$ cat config.mk
export PLATFORM = sky130hd
export DESIGN_NAME = cdp1802_ioports
export DESIGN_NICKNAME = d
export VERILOG_FILES = /design/src/rtl/cdp1802_ioports.sv
export SDC_FILE = /design/constraint.sdc
export NUM_CORES = 1
export LEC_CHECK = 0
export ABC_CLOCK_PERIOD_IN_PS = 5600
export CAP_MARGIN = 20
export CORE_UTILIZATION = 50
export CTS_BUF_LIST = sky130_fd_sc_hd__clkbuf_4 sky130_fd_sc_hd__clkbuf_8
export DETAILED_ROUTE_END_ITERATION = 6
export PLACE_DENSITY_LB_ADDON = 0.05
export SETUP_SLACK_MARGIN = 0.3
export SYNTH_ARGS = -nofsm -noshare
export SYNTH_HDL_FRONTEND = slang
export SYNTH_SLANG_ARGS = --single-unit
$ cat constraint.sdc
create_clock -name clock -period 5.6 [get_ports clock]
set_input_delay 1.12 -clock clock [delete_from_list [all_inputs] [get_ports clock]]
set_output_delay 1.12 -clock clock [all_outputs]
set_load 0.01 [all_outputs]
$ cat src/rtl/cdp1802_ioports.sv
// cdp1802_ioports: bridges the core's N-line I/O strobes to up to seven
// device channels. Each channel has a TX FIFO filled by OUT and an RX FIFO
// drained by INP. The device side of each FIFO is a valid/ready stream.
// FIFO status is reported to the core on the EF sense lines.
module cdp1802_ioports #(
  parameter int NCH     = 3,
  parameter int DEPTH   = 4,
  parameter int EF_MODE = 0
) (
  input  logic               clock,
  input  logic               resetq,
  input  logic [2:0]         n,
  input  logic               inp,
  input  logic [7:0]         bus_out,
  output logic [7:0]         bus_in,
  output logic [3:0]         EF,
  output logic [NCH-1:0]     tx_valid,
  output logic [8*NCH-1:0]   tx_data,
  input  logic [NCH-1:0]     tx_ready,
  input  logic [NCH-1:0]     rx_valid,
  input  logic [8*NCH-1:0]   rx_data,
  output logic [NCH-1:0]     rx_ready,
  input  logic               err_clr,
  output logic [NCH-1:0]     ovf,
  output logic [NCH-1:0]     unf
);

  localparam int AW = $clog2(DEPTH);
  localparam logic [AW:0] FULL_CNT = (AW+1)'(DEPTH);

  logic [7:0]    tx_mem [NCH][DEPTH];
  logic [7:0]    rx_mem [NCH][DEPTH];
  logic [AW-1:0] tx_rp [NCH];
  logic [AW-1:0] tx_wp [NCH];
  logic [AW:0]   tx_cnt [NCH];
  logic [AW-1:0] rx_rp [NCH];
  logic [AW-1:0] rx_wp [NCH];
  logic [AW:0]   rx_cnt [NCH];

  logic [NCH-1:0] out_stb, in_stb;
  logic [NCH-1:0] tx_full, rx_nempty;
  logic [NCH-1:0] tx_push, tx_pop, rx_push, rx_pop;
  logic [NCH-1:0] ovf_set, unf_set;

  // Decode strobes and derive push/pop/status from the pre-edge counts.
  // Channels with n above NCH never match, so those strobes fall through.
  always_comb begin
    out_stb   = '0;
    in_stb    = '0;
    tx_full   = '0;
    rx_nempty = '0;
    tx_valid  = '0;
    rx_ready  = '0;
    tx_push   = '0;
    tx_pop    = '0;
    rx_push   = '0;
    rx_pop    = '0;
    ovf_set   = '0;
    unf_set   = '0;
    tx_data   = '0;
    bus_in    = 8'h00;
    for (int c = 0; c < NCH; c++) begin
      out_stb[c]   = (n == 3'(c + 1)) && !inp;
      in_stb[c]    = (n == 3'(c + 1)) && inp;
      tx_full[c]   = (tx_cnt[c] == FULL_CNT);
      tx_valid[c]  = (tx_cnt[c] != '0);
      rx_nempty[c] = (rx_cnt[c] != '0);
      rx_ready[c]  = (rx_cnt[c] != FULL_CNT);
      tx_push[c]   = out_stb[c] && !tx_full[c];
      tx_pop[c]    = tx_valid[c] && tx_ready[c];
      rx_push[c]   = rx_valid[c] && rx_ready[c];
      rx_pop[c]    = in_stb[c] && rx_nempty[c];
      ovf_set[c]   = out_stb[c] && tx_full[c];
      unf_set[c]   = in_stb[c] && !rx_nempty[c];
      tx_data[8*c +: 8] = tx_mem[c][tx_rp[c]];
      if (rx_pop[c])
        bus_in = rx_mem[c][rx_rp[c]];
    end
  end

  // EF lines beyond the configured channel count are tied low.
  genvar gi;
  generate
    for (gi = 0; gi < 4; gi++) begin : g_ef
      if (gi < NCH) begin : g_used
        if (EF_MODE == 1) begin : g_txfull
          assign EF[gi] = tx_full[gi];
        end else begin : g_rxne
          assign EF[gi] = rx_nempty[gi];
        end
      end else begin : g_unused
        assign EF[gi] = 1'b0;
      end
    end
  endgenerate

  // FIFO data storage; contents deliberately survive reset.
  always_ff @(posedge clock) begin
    for (int c = 0; c < NCH; c++) begin
      if (tx_push[c])
        tx_mem[c][tx_wp[c]] <= bus_out;
      if (rx_push[c])
        rx_mem[c][rx_wp[c]] <= rx_data[8*c +: 8];
    end
  end

  // Pointer, count and sticky error flag state; a set beats err_clr.
  always_ff @(posedge clock or negedge resetq) begin
    if (!resetq) begin
      for (int c = 0; c < NCH; c++) begin
        tx_rp[c]  <= '0;
        tx_wp[c]  <= '0;
        tx_cnt[c] <= '0;
        rx_rp[c]  <= '0;
        rx_wp[c]  <= '0;
        rx_cnt[c] <= '0;
      end
      ovf <= '0;
      unf <= '0;
    end else begin
      for (int c = 0; c < NCH; c++) begin
        if (tx_push[c]) tx_wp[c] <= tx_wp[c] + 1'b1;
        if (tx_pop[c])  tx_rp[c] <= tx_rp[c] + 1'b1;
        case ({tx_push[c], tx_pop[c]})
          2'b10:   tx_cnt[c] <= tx_cnt[c] + 1'b1;
          2'b01:   tx_cnt[c] <= tx_cnt[c] - 1'b1;
          default: tx_cnt[c] <= tx_cnt[c];
        endcase
        if (rx_push[c]) rx_wp[c] <= rx_wp[c] + 1'b1;
        if (rx_pop[c])  rx_rp[c] <= rx_rp[c] + 1'b1;
        case ({rx_push[c], rx_pop[c]})
          2'b10:   rx_cnt[c] <= rx_cnt[c] + 1'b1;
          2'b01:   rx_cnt[c] <= rx_cnt[c] - 1'b1;
          default: rx_cnt[c] <= rx_cnt[c];
        endcase
      end
      ovf <= (ovf & ~{NCH{err_clr}}) | ovf_set;
      unf <= (unf & ~{NCH{err_clr}}) | unf_set;
    end
  end

endmodule

* Word-level counts from Yosys, hierarchy flattened
Memory sizes are Yosys's and may differ from the RTL's. Cells that the tools add are included.
Cells by class: muxes and demuxes 57, $add $sub $neg 24, reductions and logical operators 51, order comparisons 18, eq/ne operators 21, bitwise logic cells 17
Operator list (count):
- 32-bit 2-to-1 mux | 10
- 8-bit 2-to-1 mux | 21
- 8-bit binary-select mux with 2-bit select | 6
- 8-bit demux with 2-bit select | 6
- 32-bit OR reduction | 2
- 3-bit >= comparator (second input constant) | 12
- 2-bit inverter with 3-bit output | 12
- 3-bit case mux with 2 select lines | 6
- 1-bit logical AND | 30
- 2-bit by 1-bit adder with 2-bit output (second input constant) | 12
- 3-bit by 1-bit adder with 3-bit output (second input constant) | 6
- 3-bit by 1-bit less-than comparator with 1-bit output (second input constant) | 6
- 3-bit nonzero test | 6
- 3-bit by 1-bit subtractor with 3-bit output (second input constant) | 6
- 2-bit by 1-bit equality test with 1-bit output (second input constant) | 6
- 2-bit equality test (second input constant) | 6
- 2-bit nonzero test | 6
- 3-bit equality test (second input constant) | 3
- 3-bit != test (second input constant) | 3
- 1-bit logical NOT | 7
- 3-bit AND | 2
- 3-bit by 2-bit equality test with 1-bit output (second input constant) | 2
- 1-bit 2-to-1 mux | 6
- 3-bit OR | 2
- other kinds (3) | 4
Word-level totals: memories 2, register bits 48, memory bits (writable) 192
Memory list:
- rx_mem | depth 3, width 32, rd ports 3, clocked after Yosys merged registers in 0, write ports 3, line 32 | logic [7:0] rx_mem [NCH][DEPTH];
- tx_mem | depth 3, width 32, rd ports 3, clocked after Yosys merged registers in 0, write ports 1, line 31 | logic [7:0] tx_mem [NCH][DEPTH];

* Depth between registers and ports, before layout
Gate-level depths: netlist (run 1).
depth in word-level cells 9, mapped depth 10, depth with buffers taken out 9

* Worst setup path after synthesis (run 1)
Ideal clock, no wire load.
kind input-to-output, start point in n[2], end point out bus_in[0], buffers on the path 1, arrival time 1.798 ns, cell stages on the path 4, data required time 4.480 ns, path slack 2.682 ns, cell sequence and4bb_2 -> buf_2 -> nand3_1 -> nand3_1
Between the ends: cells in the longest elaborated chain, start to end 6, elaborated cells between the ends (all ways) 12, those cells by class 3 x eq/ne; 3 x mux; 6 x reduce/logical
RTL lines:
- from (decl) | line 12 | input logic [2:0] n,
- 3-bit by 1-bit equality test with 1-bit output | line 64 | in_stb[c] = (n == 3'(c + 1)) && inp;
- 1-bit logical AND | line 64
- 1-bit logical AND | line 72 | rx_pop[c] = in_stb[c] && rx_nempty[c];
- 8-bit 2-to-1 mux (2 in a row) | line 76 | if (rx_pop[c])
- 8-bit 2-to-1 mux (*) | line 76
- to (decl) | line 15 | output logic [7:0] bus_in,
Every way passes the cells marked *; elsewhere a longest branch is shown, timed or not.

* Worst setup path in the final report (run 1)
start point in n[0], end point out bus_in[6]
The elaborated chain is that of the path after synthesis.

==> results of run 1 <==
[path summary, 6_finish.rpt]
kind | start | to | slack, ns
worst min-delay path | rx_cnt[8] | rx_cnt[8] | 0.48
worst min register to register | rx_cnt[8] | rx_cnt[8] | 0.48
worst max-delay path | n[0] | bus_in[6] | 1.25
worst max register to register | rx_cnt[4] | rx_cnt[5] | 3.25
max in group asynchronous | resetq | tx_rp[1] | 4.42
min in group asynchronous | resetq | rx_wp[3] | 0.72
[kinds of logic after synthesis]
kind of cell    after synthesis  synth area share [%]
mux                          57                  12.0
other cells                   1                0.0377
simple gates                100                  6.01
flops                       240                  70.1
xor+xnor                     36                  3.17
compound gates               15                  1.21
fa+ha+maj                    36                  4.99
buf+inv                      63                  2.52
[through the flow]
stage	util, %	std cells
after detailed placement	57.0	885
after global routing	61.0	957
after CTS	61.0	957
after floorplan	-	548
final	61.0	957
after global placement	57.0	885
[flip-flops by register name (all words and copies together) (netlist names), 6 cells and up]
register	cells
tx_cnt	9
rx_cnt	9
tx_wp	6
rx_mem	96
rx_rp	6
tx_mem	96
tx_rp	6
rx_wp	6
[power by group]
| part | switching (mW) | leakage, nW | internal, mW |
|---|---|---|---|
| Clock | 0.651 | 0.415 | 0.821 |
| Combinational | 0.672 | 1.56 | 0.856 |
| Sequential | 0.363 | 2.32 | 2.27 |
| Total | 1.69 | 4.29 | 3.95 |
[worst register-to-register path: cells and delay by family, from the launching register on]
| kind | cells | cell delay (ns) |
|---|---|---|
| adder cells (fa/ha/maj) | 2 | 0.59 |
| buffers and inverters | 1 | 0.06 |
| AND/OR/NAND/NOR | 3 | 0.93 |
| XOR/XNOR | 2 | 0.28 |
| flip-flops | 1 | 0.42 |
[cell usage in the layout, fill, tap and decap left out, drive strengths merged, types with 7 or more instances in the layout]
cell	count
and2	17
nand3	27
nand4	9
mux2	7
dfrtp	48
clkdlybuf4s50	90
clkbuf	58
and3	12
ha	30
clkinv	14
inv	43
edfxtp	192
nand2	11
xnor2	21
nor2	10
mux4	48
xor2	15
[final cells by class]
| class | instances | area, um2 |
|---|---|---|
| Fill cell | 1438 | 7600 |
| Clock inverter | 14 | 57.6 |
| Tap cell | 265 | 332 |
| Clock buffer | 58 | 717 |
| Multi-Input combinational cell | 245 | 2720 |
| Sequential cell | 240 | 6970 |
| Timing Repair Buffer | 92 | 913 |
| Inverter | 43 | 161 |
[metal layers]
layer,global-route usage [%],vias up,part of all wire (%)
met5,0,-,0
met4,8.09,0,2.7
met3,5.03,40,6.7
met1,25.5,2550,42
li1,-,2308,-
met2,32.1,176,49
==> flow_summary.ini, run 1 <==
[logic_synthesis]
synth-edff-count = 192
synth_top_flop_cell = edfxtp_1
synth_area_mm2 = 0.00994
yosysUniqueCellTypes = 35
synth_most_common_cell = edfxtp_1
async_flop_share_pct = 20.0
yosys.area.top_type = edfxtp_1
synth_area_per_cell_um2 = 18.1
synthCells = 548
synth_seq_area_share_pct = 70.1
synth_nets = 629
synth_warnings = 0
yosys-top-cells-area = edfxtp_1 58%, dfrtp_1 12%, mux4_2 11%
ys_top_cells_by_count = 192 x edfxtp_1, 48 x dfrtp_1, 48 x mux4_2, 43 x inv_1, 30 x ha_1
synth_seq_cells = 240
synth.top_cell.area_share_pct = 58.0

[power_and_ir_drop]
vdd_ir_drop_max_mv = 0.277
p_per_area_mw_per_mm2 = 475
power_mw = 5.63
p_leak_nw = 4.29

[setup_path]
cp-end-kind = primary output
worstPathArrival_ns = 3.23
slowest_delay_ns = 0.73
critical_path_buf_inv_count = 2
crit_fanout = 11
slowest_stage = nor2_1
critPathKind = in2out
crit_cells = 5
r2r_cells = 8
crit_family = simple AND/OR/NAND/NOR gates
worst-endpoint-required_ns = 4.48
critPathLaunchType = input pin
cp_common_cell = clkdlybuf4s50_1
worstPathCellList = clkdlybuf4s50_1 > nor2_1 > nand4_1 > nand3_1 > clkdlybuf4s50_1

[route]
vias_per_cell = 5.30
drc_errors = 0
ant_nets = 0
num_vias = 5074
drtPass1Iterations = 4
routedWlPerCell_um = 19.5
drt_iter0_markers = 264
drt_wl_total_mm = 18.7

[grt]
track_usage_pct = 19.8
grt_pass1_wl_mm = 29.5
grt_max_degree = 49
grt_remaining_overflow = 0
antenna_found_initial = 0
grt_pass1_vias = 5397

[timing]
finalSetupTns_ns = 0
setup-violations-final = 0
fin_crit_sh_pct = 77.6
hold_viol = 0
fin_crit_ns = 4.35
relSlewSlack_pct = 40.3
timing.final.ws_setup_ns = 1.25
hold_ws_ns = 0.478
tightestPinTransition_ns = 0.893
slew_violations = 0
clock.fmax_ghz = 0.230
rsz0062_at_grt = no
clock_skew_ns = 0.0185

[cells_and_area]
syn_to_final_growth_pct = 19.4
diodes = 0
final_layout_size_suffix_gt1_share_pct = 19.9
design_area_mm2 = 0.0119
nets = 744

[clock_tree]
cts_tree = done
cts_resized = 0
hold_buffers = 0
clockRootBuffer = clkbuf_8
cts.sinks = 240
clockBufferDepth = 3
htreeDepth = 2
numCtsBuffers = 41
clk_pin_slew_ns = 0.06
postCtsSetupRepairBufs = 0
insertion_delay_ns = 0.52

[floorplan]
die-width_um = 143
io_pins = 93
initial_core_util_pct = 51.1
die_height_um = 143
rows = 51
die_area_mm2 = 0.0204
core_area_mm2 = 0.0195

[place]
io_buffers = 91
gp_congestion = 0.823
hpwl_mm = 12.7
place_ws_ns = 1.27
dpl_cell_area_mm2 = 0.0111

[run_status]
status = complete, no violations

[hold_path]
whs_path_depth = 1
hold_path_class = reg2reg

[job]
cap_viol_max_count = 0
Power figures use the tool's default switching activity.
==> run 2, diff against run 1 <==
--- a/config.mk
+++ b/config.mk
@@ -5,7 +5,7 @@
 export SDC_FILE = /design/constraint.sdc
 export NUM_CORES = 1
 export LEC_CHECK = 0
-export ABC_CLOCK_PERIOD_IN_PS = 5600
+export ABC_CLOCK_PERIOD_IN_PS = 4320
 export CAP_MARGIN = 20
 export CORE_UTILIZATION = 50
 export CTS_BUF_LIST = sky130_fd_sc_hd__clkbuf_4 sky130_fd_sc_hd__clkbuf_8
==> constraint.sdc (replaced) <==
create_clock -name clock -period 4.32 [get_ports clock]
set_input_delay 0.864 -clock clock [delete_from_list [all_inputs] [get_ports clock]]
set_output_delay 0.864 -clock clock [all_outputs]
set_load 0.01 [all_outputs]
==> run 2 against run 1 <==
Net effect: combinational power is 31% higher; clock power up 49%; global-route usage grew 0.093 points; via count increased by 0.39%; sequential power rose by 30%; sequential share of layout area down 0.60 points; critical path type unchanged; critical endpoint is now bus_in[0]; largest cell class unchanged.
==> flow_summary.ini, run 2 (same netlist as run 1, synthesis figures left out) <==
[cells_and_area]
final_common_cell = edfxtp_1
syn_to_final_growth_pct = 20.7
final_layout_size_suffix_gt1_share_pct = 21.2
nets = 745
final_cell_mix = 192 x edfxtp_1, 90 x clkdlybuf4s50_1, 48 x mux4_2, 48 x dfrtp_1, 44 x clkbuf_8
diodes = 0

[timing]
slew_violations = 0
clock.fmax_ghz = 0.280
timing.final.ws_setup_ns = 0.751
tightestPinTransition_ns = 0.683
fin_crit_ns = 3.57
finalSetupTns_ns = 0
clock_skew_ns = 0.0105
setup-violations-final = 0
hold_viol = 0
relSlewSlack_pct = 54.5
rsz0062_at_grt = no
fin_crit_sh_pct = 82.6

[grt]
grt_pass1_wl_mm = 29.6
track_usage_pct = 19.9
antenna_found_initial = 0
grt_pass1_vias = 5378
grt_remaining_overflow = 0
grt_max_degree = 36

[route]
num_vias = 5094
routedWlPerCell_um = 19.8
drt_iter0_markers = 228
vias_per_cell = 5.31
drc_errors = 0
drt_wl_total_mm = 19.0
drtPass1Iterations = 4
ant_nets = 0

[run_status]
status = complete, no violations

[clock_tree]
insertion_delay_ns = 0.52
numCtsBuffers = 41
clockBufferDepth = 3
hold_buffers = 0
cts_resized = 0
htreeDepth = 2
postCtsSetupRepairBufs = 0
clockRootBuffer = clkbuf_8
clk_pin_slew_ns = 0.06
cts_tree = done
cts.sinks = 240

[power_and_ir_drop]
p_sw_share_pct = 29.3
p_seq_share_pct = 44.9
vdd_ir_drop_max_mv = 0.398
power_frac_comb_pct = 26.3
internal-power_mw = 5.38
clockPowerShare_pct = 28.8
p_leak_nw = 4.36
p_per_area_mw_per_mm2 = 634
switchingPower_mw = 2.23

[setup_path]
r2r_cells = 8
r2r_slack_ns = 1.99
crit_fanout = 11
timing.rr.end = rx_cnt[5]
worst-endpoint-required_ns = 3.46
worstPathArrival_ns = 2.71
critPathLaunchType = input pin
cp-end-kind = primary output
critPathKind = in2out
r2r_start = rx_cnt[3]

[floorplan]
die_area_mm2 = 0.0204
rows = 51
die_height_um = 143
die-width_um = 143
initial_core_util_pct = 51.1
core_area_mm2 = 0.0195
io_pins = 93

[job]
cap_viol_max_count = 0

[place]
gp_congestion = 0.809
hpwl_mm = 12.8
io_buffers = 91
place_ws_ns = 0.765

[hold_path]
hold_path_class = in2async
==> run 2: cell count changes in the layout (fill, tap and decap cells not counted) <==
| cell | before | now |
|---|---|---|
| clkinv_1 | 10 | 3 |
| clkinv_2 | 4 | 5 |
| clkbuf_4 | 13 | 17 |
| bufinv_16 | 0 | 4 |
| buf_4 | 1 | 2 |
| clkbuf_8 | 45 | 44 |
==> run 2: worst max-delay path, stage by stage <==
cell	delay (ns)
clkdlybuf4s50_1	0.49
and4bb_2	0.55
nand3_1	0.13
nand3_1	0.13
clkdlybuf4s50_1	0.54
==> run 2: worst max path at each step <==
stage               slack, ns   endpoint      from  cells past startpoint
floorplan                1.78  tx_cnt[5]       inp                      9
global placement         0.82  bus_in[1]      n[2]                      5
detailed placement       0.77  bus_in[1]      n[2]                      5
CTS                      0.74  bus_in[7]  rx_rp[4]                      4
global route             0.63  bus_in[6]  rx_rp[4]                      4
finish                   0.75  bus_in[0]      n[2]                      5
==> run 2: power groups by stage <==
stage | clock network (mW) | logic (mW) | registers, mW
2_1_floorplan | 0 | 1.51 | 3.14
3_5_place_dp | 0 | 2.01 | 3.48
4_1_cts | 2.25 | 2.03 | 3.43
6_report | 2.19 | 2.00 | 3.41
5_1_grt | 2.35 | 2.20 | 3.50
3_3_place_gp | 0 | 1.96 | 3.45
==> run 2: routing by layer <==
layer / track usage, % / vias to the layer above / wire (um)
li1: - / 2305 / -
met4: 8.94 / 0 / 633
met5: 0 / - / 0
met1: 25.4 / 2569 / 8040
met3: 5.37 / 45 / 1200
met2: 31.9 / 175 / 9140
==> run 2: cell type report <==
cell class | count | area [um2]
clock buffers | 61 | 733
clock inverters | 12 | 156
fillers | 1411 | 7470
inverters | 43 | 161
multi-input cells | 245 | 2720
flip-flops and latches | 240 | 6970
well taps | 265 | 332
repair buffers | 93 | 921
==> run 2: through the flow <==
| step | power, mW | utilization [%] | instance area (um2) | std cells | hold WS (ns) |
|---|---|---|---|---|---|
| floorplan | 4.65 | - | 9940 | 548 | 0.446 |
| finish | 7.60 | 61.6 | 12000 | 959 | 0.261 |
| CTS | 7.72 | 61.6 | 12000 | 959 | 0.246 |
| global placement | 5.41 | 57.0 | 11100 | 886 | 0.466 |
| global route | 8.04 | 61.6 | 12000 | 959 | 0.248 |
| detailed placement | 5.49 | 57.0 | 11100 | 886 | 0.469 |
